--- src/rtl/audio_stream_ctrl.sv ---
// audio_stream_ctrl
//   Sequencer between the codec FIFO handshake and the effect datapath.
//   One stereo sample in flight: IDLE -> READ -> (PROC) -> LOAD -> WRITE.
//   The output register is loaded on the edge entering LOAD, so audio_out_L/R
//   sit stable for the whole LOAD cycle before write_audio_out can rise in WRITE.
//
// Ports
//   CLOCK_50, reset                 clock, synchronous active-high reset
//   audio_in_available/_L/_R        codec input side, read_audio_in pops it
//   audio_out_allowed               codec output ready, write_audio_out pushes
//   audio_out_L/_R                  registered output sample
//   mute, bypass                    zero output / skip effect core
//   proc_start_o, proc_L/R_o        start pulse and raw sample to effect core
//   proc_done_i, proc_L/R_i         effect result
//   timeout_o                       one-cycle pulse when the effect core times out
//   sample_count, overrun_count     completed writes / overrun events
//
// Optional feature macro: AUDIO_CTRL_OVERRUN_CNT_EN
//   defined   -> saturating overrun counter (one count per stalled sample)
//   undefined -> overrun_count tied to 0
module audio_stream_ctrl #(
  parameter int DATA_W       = 32,
  parameter int PROC_TIMEOUT = 64,
  parameter int CNT_W        = 16
) (
  input  logic              CLOCK_50,
  input  logic              reset,
  input  logic              audio_in_available,
  input  logic              audio_out_allowed,
  input  logic [DATA_W-1:0] audio_in_L,
  input  logic [DATA_W-1:0] audio_in_R,
  output logic              read_audio_in,
  output logic              write_audio_out,
  output logic [DATA_W-1:0] audio_out_L,
  output logic [DATA_W-1:0] audio_out_R,
  input  logic              mute,
  input  logic              bypass,
  output logic              proc_start_o,
  output logic [DATA_W-1:0] proc_L_o,
  output logic [DATA_W-1:0] proc_R_o,
  input  logic              proc_done_i,
  input  logic [DATA_W-1:0] proc_L_i,
  input  logic [DATA_W-1:0] proc_R_i,
  output logic              timeout_o,
  output logic [CNT_W-1:0]  sample_count,
  output logic [CNT_W-1:0]  overrun_count
);

  localparam int TW = (PROC_TIMEOUT > 2) ? $clog2(PROC_TIMEOUT) : 1;
  localparam logic [TW-1:0] TMAX = TW'(PROC_TIMEOUT - 1);

  typedef enum logic [2:0] {S_IDLE, S_READ, S_PROC, S_LOAD, S_WRITE} state_t;

  state_t            r_state, w_next;
  logic [TW-1:0]     r_timer;
  logic [DATA_W-1:0] r_raw_L, r_raw_R;
  logic [DATA_W-1:0] r_out_L, r_out_R;
  logic [CNT_W-1:0]  r_sample_cnt;
  logic              w_timeout;

  always_ff @(posedge CLOCK_50) begin
    if (reset) r_state <= S_IDLE;
    else       r_state <= w_next;
  end

  always_comb begin
    w_next          = r_state;
    read_audio_in   = 1'b0;
    write_audio_out = 1'b0;
    proc_start_o    = 1'b0;
    w_timeout       = 1'b0;
    case (r_state)
      S_IDLE:  if (audio_in_available) w_next = S_READ;
      S_READ: begin
        read_audio_in = 1'b1;
        w_next        = bypass ? S_LOAD : S_PROC;
      end
      S_PROC: begin
        proc_start_o = (r_timer == '0);
        if (proc_done_i)            w_next = S_LOAD;
        else if (r_timer == TMAX) begin
          w_timeout = 1'b1;
          w_next    = S_LOAD;
        end
      end
      S_LOAD:  w_next = S_WRITE;
      S_WRITE: begin
        write_audio_out = audio_out_allowed;
        if (audio_out_allowed) w_next = S_IDLE;
      end
      default: w_next = S_IDLE;
    endcase
  end

  // Datapath. The output register takes its value on the edge that enters
  // LOAD (from READ when bypassed, from PROC otherwise); mute is sampled at
  // that single edge, so a sample is never altered once it is committed.
  always_ff @(posedge CLOCK_50) begin
    if (reset) begin
      r_timer      <= '0;
      r_raw_L      <= '0;
      r_raw_R      <= '0;
      r_out_L      <= '0;
      r_out_R      <= '0;
      r_sample_cnt <= '0;
    end else begin
      case (r_state)
        S_READ: begin
          r_raw_L <= audio_in_L;
          r_raw_R <= audio_in_R;
          r_timer <= '0;
          if (bypass) begin
            r_out_L <= mute ? '0 : audio_in_L;
            r_out_R <= mute ? '0 : audio_in_R;
          end
        end
        S_PROC: begin
          r_timer <= r_timer + 1'b1;
          if (proc_done_i) begin
            r_out_L <= mute ? '0 : proc_L_i;
            r_out_R <= mute ? '0 : proc_R_i;
          end else if (w_timeout) begin
            r_out_L <= mute ? '0 : r_raw_L;
            r_out_R <= mute ? '0 : r_raw_R;
          end
        end
        S_WRITE: if (audio_out_allowed) r_sample_cnt <= r_sample_cnt + 1'b1;
        default: ;
      endcase
    end
  end

  assign audio_out_L  = r_out_L;
  assign audio_out_R  = r_out_R;
  assign proc_L_o     = r_raw_L;
  assign proc_R_o     = r_raw_R;
  assign timeout_o    = w_timeout;
  assign sample_count = r_sample_cnt;

`ifdef AUDIO_CTRL_OVERRUN_CNT_EN
  // r_ovr_seen limits counting to one event per stalled sample.
  logic             r_ovr_seen;
  logic [CNT_W-1:0] r_ovr_cnt;

  always_ff @(posedge CLOCK_50) begin
    if (reset) begin
      r_ovr_seen <= 1'b0;
      r_ovr_cnt  <= '0;
    end else if (r_state == S_LOAD) begin
      r_ovr_seen <= 1'b0;
    end else if (r_state == S_WRITE && audio_in_available && !audio_out_allowed
                 && !r_ovr_seen) begin
      r_ovr_seen <= 1'b1;
      if (r_ovr_cnt != '1) r_ovr_cnt <= r_ovr_cnt + 1'b1;
    end
  end

  assign overrun_count = r_ovr_cnt;
`else
  assign overrun_count = '0;
`endif

endmodule

--- config.mk ---
export PLATFORM = sky130hd
export DESIGN_NAME = audio_stream_ctrl
export DESIGN_NICKNAME = d
export VERILOG_FILES = /design/src/rtl/audio_stream_ctrl.sv
export SDC_FILE = /design/constraint.sdc
export NUM_CORES = 1
export LEC_CHECK = 0
export ABC_CLOCK_PERIOD_IN_PS = 2200
export CAP_MARGIN = 20
export CORE_UTILIZATION = 44
export DETAILED_ROUTE_END_ITERATION = 6
export PLACE_DENSITY = 0.84
export SETUP_SLACK_MARGIN = 0.02
export SLEW_MARGIN = 15
export SYNTH_ARGS = -nofsm -noshare
export SYNTH_HDL_FRONTEND = slang
export SYNTH_SLANG_ARGS = --single-unit
--- constraint.sdc ---
create_clock -name CLOCK_50 -period 2.2 [get_ports CLOCK_50]
set_input_delay 0.66 -clock CLOCK_50 [delete_from_list [all_inputs] [get_ports CLOCK_50]]
set_output_delay 0.66 -clock CLOCK_50 [all_outputs]
set_load 0.01 [all_outputs]
==> run_results.csv, run 1 <==
group,metric,value,unit
outcome,violations,"setup timing",
logic_synthesis,ys_ff_latch,153,
setup_path,slowest_stage,"dfxtp_2",
placement,port_buffers,282,
power_and_ir_drop,p_switching,2.32,mW
logic_synthesis,synth-edff-count,0,
floorplanning,die_h,133,um
detailed_routing,vias,7809,
detailed_routing,routed_wl,25.4,mm
clock_tree,cts_buffers,17,
setup_path,required,1540,ps
clock_tree,cts_tree,"built",
final_layout,synthToLayoutAreaGrowth,59.4,%
timing,maxSlewViolCount,0,
floorplanning,fp-row-count,47,
floorplanning,coreArea,16700,um^2
power_and_ir_drop,combPwrFrac,28.4,%
setup_path,cp_slowest_stage_delay,340,ps
logic_synthesis,yosysWarnings,0,
placement,preCtsSetupSlack,-466,ps
setup_path,arrival,1630,ps
power_and_ir_drop,p_leak,4.26,nW
timing,setup_viol,20,
logic_synthesis,syn_area_per_cell,8.58,um^2
power_and_ir_drop,seq_power_share,37.9,%
clock_tree,holdBufCountCts,0,
timing,fin_setup_tns,-532,ps
clock_tree,cts.sinks,153,
setup_path,crit_path_start_kind,"flop",
power_and_ir_drop,p_int,5.76,mW
final_layout,nets,1313,
timing,fin_crit,2290,ps
timing,setup_ws,-90.8,ps
outcome,outcome,"complete, but fails checks",
global_route,overflow,0,
clock_tree,clkSlewWorstSetupHoldPaths,60,ps
detailed_routing,drtIter0Drc,445,
power_and_ir_drop,power.share.switching,28.7,%
final_layout,final_cell_mix,"273 x clkdlybuf4s50_1, 148 x dfxtp_1, 135 x nand2_1, 109 x a21oi_1",
timing,rsz0062_at_grt,"yes",
detailed_routing,ant_nets,0,
final_layout,drive_gt1_share,21.8,%
setup_path,worst-path-buf-inv,2,
clock_tree,clk_latency,410,ps
clock_tree,htreeDepth,4,
clock_tree,cts-root-buf,"clkbuf_16",
hold_path,hold_path_class,"reg -> reg",
detailed_routing,vias_per_cell,5.55,
detailed_routing,firstDrtPassIters,5,
floorplanning,num_io_pins,299,
final_layout,antenna_cells,0,
placement,dpl_cell_area,10700,um^2
global_route,grt_pass1_wl,36.2,mm
setup_path,crit_chain,"buf_6 -> ha_4 -> and3_4 -> nand3_2 -> nor3_2 -> buf_2",
logic_synthesis,syn_area,7550,um^2
power_and_ir_drop,worst_ir_drop_vdd,0.524,mV
power_and_ir_drop,p_per_area,670,nW/um^2
flow_run,drv_cap,0,
detailed_routing,drc,0,
setup_path,crit_path_max_fanout,4,
setup_path,path_class,"reg -> out",
timing,hold_viol,0,
clock_tree,clock_path_buffers,2,
logic_synthesis,synth_cell_types,44,
final_layout,final_common_cell,"clkdlybuf4s50_1",
global_route,grt_pass1_vias,7391,
timing,timing.final.crit_share,104,%
setup_path,crit_path_end_kind,"primary output",
power_and_ir_drop,pwr-share-clk,33.7,%
logic_synthesis,synthCells,881,
detailed_routing,avgRoutedWirePerCell,18.0,um
setup_path,crit_family,"simple AND/OR/NAND/NOR gates",
timing,skew,9.72,ps
logic_synthesis,ys_seq_area_share,40.5,%
floorplanning,dieWidth,133,um
logic_synthesis,ys.flop_type,"dfxtp_1",
floorplanning,initial_utilization,45.2,%
power_and_ir_drop,total_power,8.08,mW
logic_synthesis,async_flop_share,0,%
global_route,grt_usage,25.3,%
final_layout,finalInstanceArea,12000,um^2
placement,hpwl,15.7,mm
placement,gp_congestion,0.834,
global_route,antenna_found_initial,0,
timing,max_freq,437,MHz
floorplanning,fp.dieArea,17700,um^2
global_route,grt_max_degree,71,
-- metrics by stage --
stage / utilization [%] / instances / hold WS [ps]
global route: 72.1 / 1408 / 488
floorplan: - / 896 / 466
detailed placement: 64.3 / 1348 / 462
finish: 72.1 / 1408 / 466
global placement: 64.3 / 1348 / 455
CTS: 67.8 / 1382 / 471
-- flip-flops by register name, summed over array words and instances, names as in the netlist --
name,flops
audio_out_L,32
audio_out_R,32
proc_L_o,32
proc_R_o,32
r_state,3
r_timer,6
sample_count,16
-- area by class of cell --
type | count | area, um^2
multi-input cells | 638 | 4350
repair buffers | 358 | 3770
inverters | 7 | 26.3
clock inverters | 7 | 41.3
clock buffers | 25 | 505
fillers | 1264 | 4660
flip-flops and latches | 153 | 3070
well taps | 220 | 275
-- metal layers --
| layer | global-route usage, % | vias to the layer above | part of all wire [%] |
|---|---|---|---|
| li1 | - | 3699 | - |
| met1 | 28.7 | 3765 | 41 |
| met2 | 44.7 | 284 | 50 |
| met3 | 5.86 | 61 | 6.0 |
| met4 | 12.1 | 0 | 3.4 |
| met5 | 0 | - | 0 |
-- worst paths after layout --
check	start	end	slack, ps	cells past startpoint
hold reg to reg	proc_R_o[25]	proc_R_o[25]	470	2
hold / removal	proc_R_o[25]	proc_R_o[25]	470	2
setup / recovery	r_timer[0]	timeout_o	-90	6
setup reg to reg	r_state[1]	audio_out_R[9]	-40	8
-- Yosys cell counts, types with 9 or more instances --
| cell | number | area share (%) |
|---|---|---|
| dfxtp_1 | 153 | 41 |
| a21oi_1 | 139 | 9.2 |
| nand2_1 | 135 | 6.7 |
| or4_1 | 65 | 6.5 |
| mux2_2 | 64 | 9.5 |
| mux2i_1 | 64 | 8.5 |
| o21ai_1 | 60 | 4.0 |
| clkbuf_1 | 39 | 1.9 |
| buf_2 | 28 | 1.9 |
| buf_4 | 25 | 2.5 |
| nor2_1 | 24 | 1.2 |
| nand3_1 | 9 | 0.60 |
| o21ai_0 | 9 | 0.60 |
-- logic make-up (layout without fill, tap and decap cells) --
group | after synthesis | after routing | share of synthesized area, %
AO/OA/AOI/OAI | 215 | 215 | 14.6
XOR/XNOR | 9 | 9 | 1.04
adder cells (fa/ha/maj) | 3 | 3 | 0.497
buffers and inverters | 106 | 397 | 7.07
flip-flops | 153 | 153 | 40.5
multiplexers | 130 | 131 | 18.5
other | 1 | 16 | 0.0496
AND/OR/NAND/NOR | 264 | 264 | 17.7
-- tightest hold or removal path: cells and delay by family, from the launching register on --
kind	cells	cell delay, ps
compound gates	1	50
simple gates	1	50
flops	1	310
-- repair_timing --
action                                  in CTS  in global routing
pin swaps                                    2                 37
endpoints found under the setup margin      85                 74
setup buffers                                2                 13
gates resized for setup                     27                 91
cloned                                       0                 13
endpoints found under the hold margin        0                  0
-- power by group through the flow --
stage / Combinational (mW) / Sequential (mW) / Clock (mW)
after global routing: 2.43 / 3.08 / 2.87
after detailed placement: 1.88 / 3.12 / 0
after CTS: 1.90 / 3.06 / 2.77
after global placement: 1.85 / 3.11 / 0
final: 2.29 / 3.06 / 2.72
after floorplan: 0.909 / 3.19 / 0
(Power assumes the default switching activity.)
==> run 2: changes to the inputs <==
--- a/config.mk
+++ b/config.mk
@@ -10,6 +10,7 @@
 export CORE_UTILIZATION = 44
 export DETAILED_ROUTE_END_ITERATION = 6
 export PLACE_DENSITY = 0.84
+export REMOVE_ABC_BUFFERS = 1
 export SETUP_SLACK_MARGIN = 0.02
 export SLEW_MARGIN = 15
 export SYNTH_ARGS = -nofsm -noshare
==> run_results.csv, run 2 (synthesis gave the netlist of run 1 again) <==
group,metric,value,unit
outcome,outcome,"complete, but fails checks",
outcome,violations,"setup timing",
power_and_ir_drop,p_per_area,688,nW/um^2
detailed_routing,drc,0,
placement,preCtsSetupSlack,-393,ps
final_layout,multi_input_area,4350,um^2
clock_tree,clk_latency,410,ps
global_route,grt_max_degree,65,
power_and_ir_drop,p_int,5.97,mW
placement,dp_cells,1352,
timing,maxSlewViolCount,0,
timing,rsz0062_at_grt,"yes",
placement,hpwl,16.3,mm
final_layout,antenna_cells,0,
timing,worst_pin_slew,528,ps
global_route,antenna_found_initial,0,
clock_tree,holdBufCountCts,0,
power_and_ir_drop,p_switching,2.26,mW
clock_tree,cts.sinks,153,
timing,timing.final.crit_share,106,%
setup_path,crit_chain,"inv_2 -> ha_4 -> or4b_4 -> nor3_4 -> buf_2",
floorplanning,fp.dieArea,17700,um^2
setup_path,crit_path_max_fanout,2,
timing,relSlewSlack,64.8,%
final_layout,nets,1302,
setup_path,path_class,"reg -> out",
global_route,grt_pass1_vias,7281,
clock_tree,clkSlewWorstSetupHoldPaths,60,ps
global_route,overflow,0,
final_layout,final_cell_mix,"274 x clkdlybuf4s50_1, 149 x dfxtp_1, 135 x nand2_1, 103 x a21oi_1",
timing,skew,8.81,ps
final_layout,drive_gt1_share,21.7,%
clock_tree,clock_path_buffers,2,
setup_path,slowest_stage,"or4b_4",
detailed_routing,vias_per_cell,5.62,
timing,setup_viol,2,
hold_path,hold_path_class,"reg -> reg",
final_layout,synthToLayoutAreaGrowth,58.4,%
setup_path,arrival,1680,ps
floorplanning,fp-row-count,47,
setup_path,crit_path_start_kind,"flop",
setup_path,cp_slowest_stage_delay,470,ps
detailed_routing,drtIter0Drc,413,
placement,gp_congestion,0.878,
final_layout,n_fill_cell,1229,
clock_tree,htreeDepth,4,
power_and_ir_drop,seq_power_share,37.3,%
power_and_ir_drop,worst_ir_drop_vdd,0.497,mV
detailed_routing,avgRoutedWirePerCell,18.9,um
floorplanning,num_io_pins,299,
power_and_ir_drop,power.share.switching,27.5,%
power_and_ir_drop,p_leak,4.16,nW
detailed_routing,routed_wl,26.3,mm
clock_tree,cts_buffers,17,
timing,setup_ws,-141,ps
floorplanning,initial_utilization,45.2,%
global_route,grt_pass1_wl,37.1,mm
setup_path,required,1540,ps
timing,max_freq,427,MHz
final_layout,area.sequential,3070,um^2
floorplanning,coreArea,16700,um^2
setup_path,crit_path_end_kind,"primary output",
detailed_routing,firstDrtPassIters,5,
detailed_routing,ant_nets,0,
floorplanning,dieWidth,133,um
clock_tree,cts_tree,"built",
timing,hold_slack,470,ps
floorplanning,die_h,133,um
placement,port_buffers,282,
global_route,grt_usage,26.3,%
flow_run,drv_cap,0,
clock_tree,cts-root-buf,"clkbuf_16",
final_layout,final_common_cell,"clkdlybuf4s50_1",
timing,fin_crit,2340,ps
power_and_ir_drop,combPwrFrac,25.7,%
power_and_ir_drop,pwr-share-clk,37.0,%
detailed_routing,vias,7836,
timing,hold_viol,0,
final_layout,final_cells,1395,
==> run 2: what timing repair did <==
item,4_1_cts,5_1_grt
resized for setup,31,84
setup endpoints to repair,12,68
buffers inserted,1,1
pin swaps,3,25
gates cloned,0,11
==> run 2: final cells by class <==
| cell class | instances | share of cell area, % |
|---|---|---|
| Inverter | 7 | 0.230 |
| Clock buffer | 24 | 4.19 |
| Clock inverter | 6 | 0.931 |
| Sequential cell | 153 | 25.6 |
| Tap cell | 220 | 2.30 |
| Timing Repair Buffer | 348 | 30.4 |
| Multi-Input combinational cell | 637 | 36.3 |
==> run 2: metrics by stage <==
stage          TNS (ps)  total power [mW]  cell area [um^2]  utilization (%)
6_report           -267              8.23             12000             71.6
5_1_grt            -807              8.53             12000             71.6
4_1_cts            -276              8.07             11400             68.2
3_5_place_dp      -3260              5.02             10700             64.2
3_3_place_gp      -2440              4.98             10700             64.2
2_1_floorplan   -756860              4.00              7100                -
==> run 2: power groups by stage <==
stage | clock network [mW] | logic (mW) | registers, mW
finish | 3.05 | 2.12 | 3.07
global route | 3.20 | 2.24 | 3.09
CTS | 3.08 | 1.93 | 3.06
detailed placement | 0 | 1.90 | 3.12
global placement | 0 | 1.87 | 3.11
floorplan | 0 | 0.810 | 3.19
==> run 2: worst paths after layout <==
path / startpoint / end / slack [ps] / depth (start not counted)
max: r_timer[0] / proc_start_o / -140 / 5
min: proc_R_o[24] / proc_R_o[24] / 470 / 2
max reg2reg: r_state[1] / audio_out_L[13] / 30 / 8
min reg2reg: proc_R_o[24] / proc_R_o[24] / 470 / 2
==> run 2: worst max-delay path: cells and delay by family, from the launching register on <==
kind / cells / cell delay [ps]
buf+inv: 2 / 220
simple gates: 2 / 600
fa+ha+maj: 1 / 120
flops: 1 / 320
==> run 2: layer usage <==
layer | part of all wire [%] | track usage [%] | vias to the layer above
met5 | 0 | 0 | -
met4 | 2.2 | 8.81 | 0
met3 | 6.7 | 5.67 | 48
met2 | 51 | 47.1 | 327
met1 | 40 | 31.0 | 3775
li1 | - | - | 3686
==> run 3: changes to the inputs <==
--- a/config.mk
+++ b/config.mk
@@ -11,8 +11,8 @@
 export DETAILED_ROUTE_END_ITERATION = 6
 export PLACE_DENSITY = 0.84
 export REMOVE_ABC_BUFFERS = 1
-export SETUP_SLACK_MARGIN = 0.02
-export SLEW_MARGIN = 15
+export SKIP_CTS_REPAIR_TIMING = 1
+export SLEW_MARGIN = 10
 export SYNTH_ARGS = -nofsm -noshare
 export SYNTH_HDL_FRONTEND = slang
 export SYNTH_SLANG_ARGS = --single-unit
==> run_results.csv, run 3 (synthesis gave the netlist of run 1 again) <==
group,metric,value,unit
setup_path,crit_path_max_fanout,2,
floorplanning,coreArea,16700,um^2
setup_path,arrival,1730,ps
power_and_ir_drop,p_per_area,705,nW/um^2
placement,port_buffers,282,
setup_path,startpoint,"r_timer[1]",
setup_path,crit_path_start_kind,"flop",
clock_tree,cts-root-buf,"clkbuf_16",
setup_path,path_class,"reg -> out",
timing,timing.final.crit_share,109,%
timing,skew,8.52,ps
timing,relSlewSlack,65.8,%
timing,fin_crit,2390,ps
detailed_routing,routed_wl,23.6,mm
final_layout,area.sequential,3070,um^2
placement,dp_cells,1352,
hold_path,hold_end,"proc_R_o[24]",
outcome,outcome,"complete, but fails checks",
floorplanning,initial_utilization,45.2,%
placement,hpwl,16.3,mm
floorplanning,dieWidth,133,um
global_route,antenna_found_initial,0,
clock_tree,htreeDepth,4,
timing,maxSlewViolCount,0,
placement,gp_congestion,0.878,
power_and_ir_drop,p_leak,4.00,nW
setup_path,crit_chain,"inv_1 -> ha_1 -> or4b_4 -> nor3_2 -> buf_2",
final_layout,final_cells,1383,
final_layout,nets,1290,
detailed_routing,ant_nets,0,
detailed_routing,drtIter0Drc,380,
detailed_routing,vias,7648,
floorplanning,num_io_pins,299,
setup_path,r2r-start,"r_timer[0]",
detailed_routing,avgRoutedWirePerCell,17.0,um
final_layout,final_common_cell,"clkdlybuf4s50_1",
final_layout,antenna_cells,0,
setup_path,slowest_stage,"or4b_4",
setup_path,r2r_end,"audio_out_L[25]",
timing,worst_pin_slew,514,ps
global_route,use_met3,5.86,%
timing,hold_viol,0,
timing,setup_viol,2,
flow_run,drv_cap,0,
detailed_routing,firstDrtPassIters,5,
floorplanning,die_h,133,um
timing,setup_ws,-194,ps
outcome,violations,"setup timing",
clock_tree,cts_tree,"built",
floorplanning,fp-row-count,47,
final_layout,synthToLayoutAreaGrowth,50.7,%
hold_path,hp-start,"proc_R_o[24]",
global_route,overflow,0,
setup_path,reg2reg_depth,9,
clock_tree,clkSlewWorstSetupHoldPaths,60,ps
clock_tree,clk_latency,410,ps
clock_tree,cts_buffers,17,
timing,max_freq,418,MHz
global_route,grt_pass1_vias,7255,
final_layout,final_cell_mix,"275 x clkdlybuf4s50_1, 151 x dfxtp_1, 135 x nand2_1, 134 x a21oi_1",
global_route,busiest_layer,"met2",
setup_path,required,1540,ps
global_route,grt_usage,26.0,%
global_route,grtUsageMet1,30.6,%
hold_path,hold_path_class,"reg -> reg",
final_layout,n_fill_cell,1311,
setup_path,cp_slowest_stage_delay,460,ps
clock_tree,cts.sinks,153,
setup_path,r2r_setup_slack,50,ps
final_layout,drive_gt1_share,14.8,%
power_and_ir_drop,worst_ir_drop_vdd,0.492,mV
floorplanning,fp.dieArea,17700,um^2
timing,rsz0062_at_grt,"yes",
global_route,grt_max_degree,65,
hold_path,min_path_cells,2,
setup_path,crit_path_end_kind,"primary output",
detailed_routing,drc,0,
final_layout,multi_input_area,4080,um^2
global_route,met2_usage,45.8,%
detailed_routing,vias_per_cell,5.53,
timing,fin_setup_tns,-270,ps
clock_tree,clock_path_buffers,2,
global_route,grt_pass1_wl,36.7,mm
==> run 3: report_power, final <==
part | switching, mW | internal [mW] | total, mW
clock network | 1.11 | 1.93 | 3.04
logic | 0.936 | 0.992 | 1.93
registers | 0.113 | 2.95 | 3.06
total | 2.16 | 5.87 | 8.03
==> run 3: area by class of cell <==
cell class                 instances  area share [%]
clock buffer                      24            4.41
clock inverter                     6           0.978
inverter                           7           0.231
multi-input combinational        637            35.8
sequential                       153            26.9
tap                              220            2.42
timing repair buffer             336            29.2
==> run 3: layer usage <==
metal  wire length, um  vias up
li1                  -     3661
met1              9620     3620
met2             11600      314
met3              1680       53
met4               629        0
met5                 0        -
==> run 3: worst max-delay path by stage <==
| stage | depth (start not counted) | slack [ps] | to |
|---|---|---|---|
| floorplan | 4 | -10270 | audio_out_L[31] |
| global placement | 6 | -360 | sample_count[14] |
| detailed placement | 6 | -390 | sample_count[14] |
| CTS | 5 | -810 | proc_start_o |
| global route | 5 | -250 | proc_start_o |
| finish | 5 | -190 | proc_start_o |
==> run 3: worst max-delay path, delay by kind of cell (launching register included) <==
kind,cells,cell delay (ps)
simple gates,2,650
flops,1,320
buf+inv,2,220
fa+ha+maj,1,130
==> run 3: through the flow <==
step                setup slack (ps)  area (um^2)  hold slack (ps)  util (%)  power (mW)
floorplan                     -10270         7100              461         -        4.00
global placement                -356        10700              454      64.2        4.98
detailed placement              -393        10700              464      64.2        5.02
CTS                             -809        11300              472      67.9        8.05
global route                    -252        11400              489      68.2        8.34
finish                          -194        11400              470      68.2        8.03
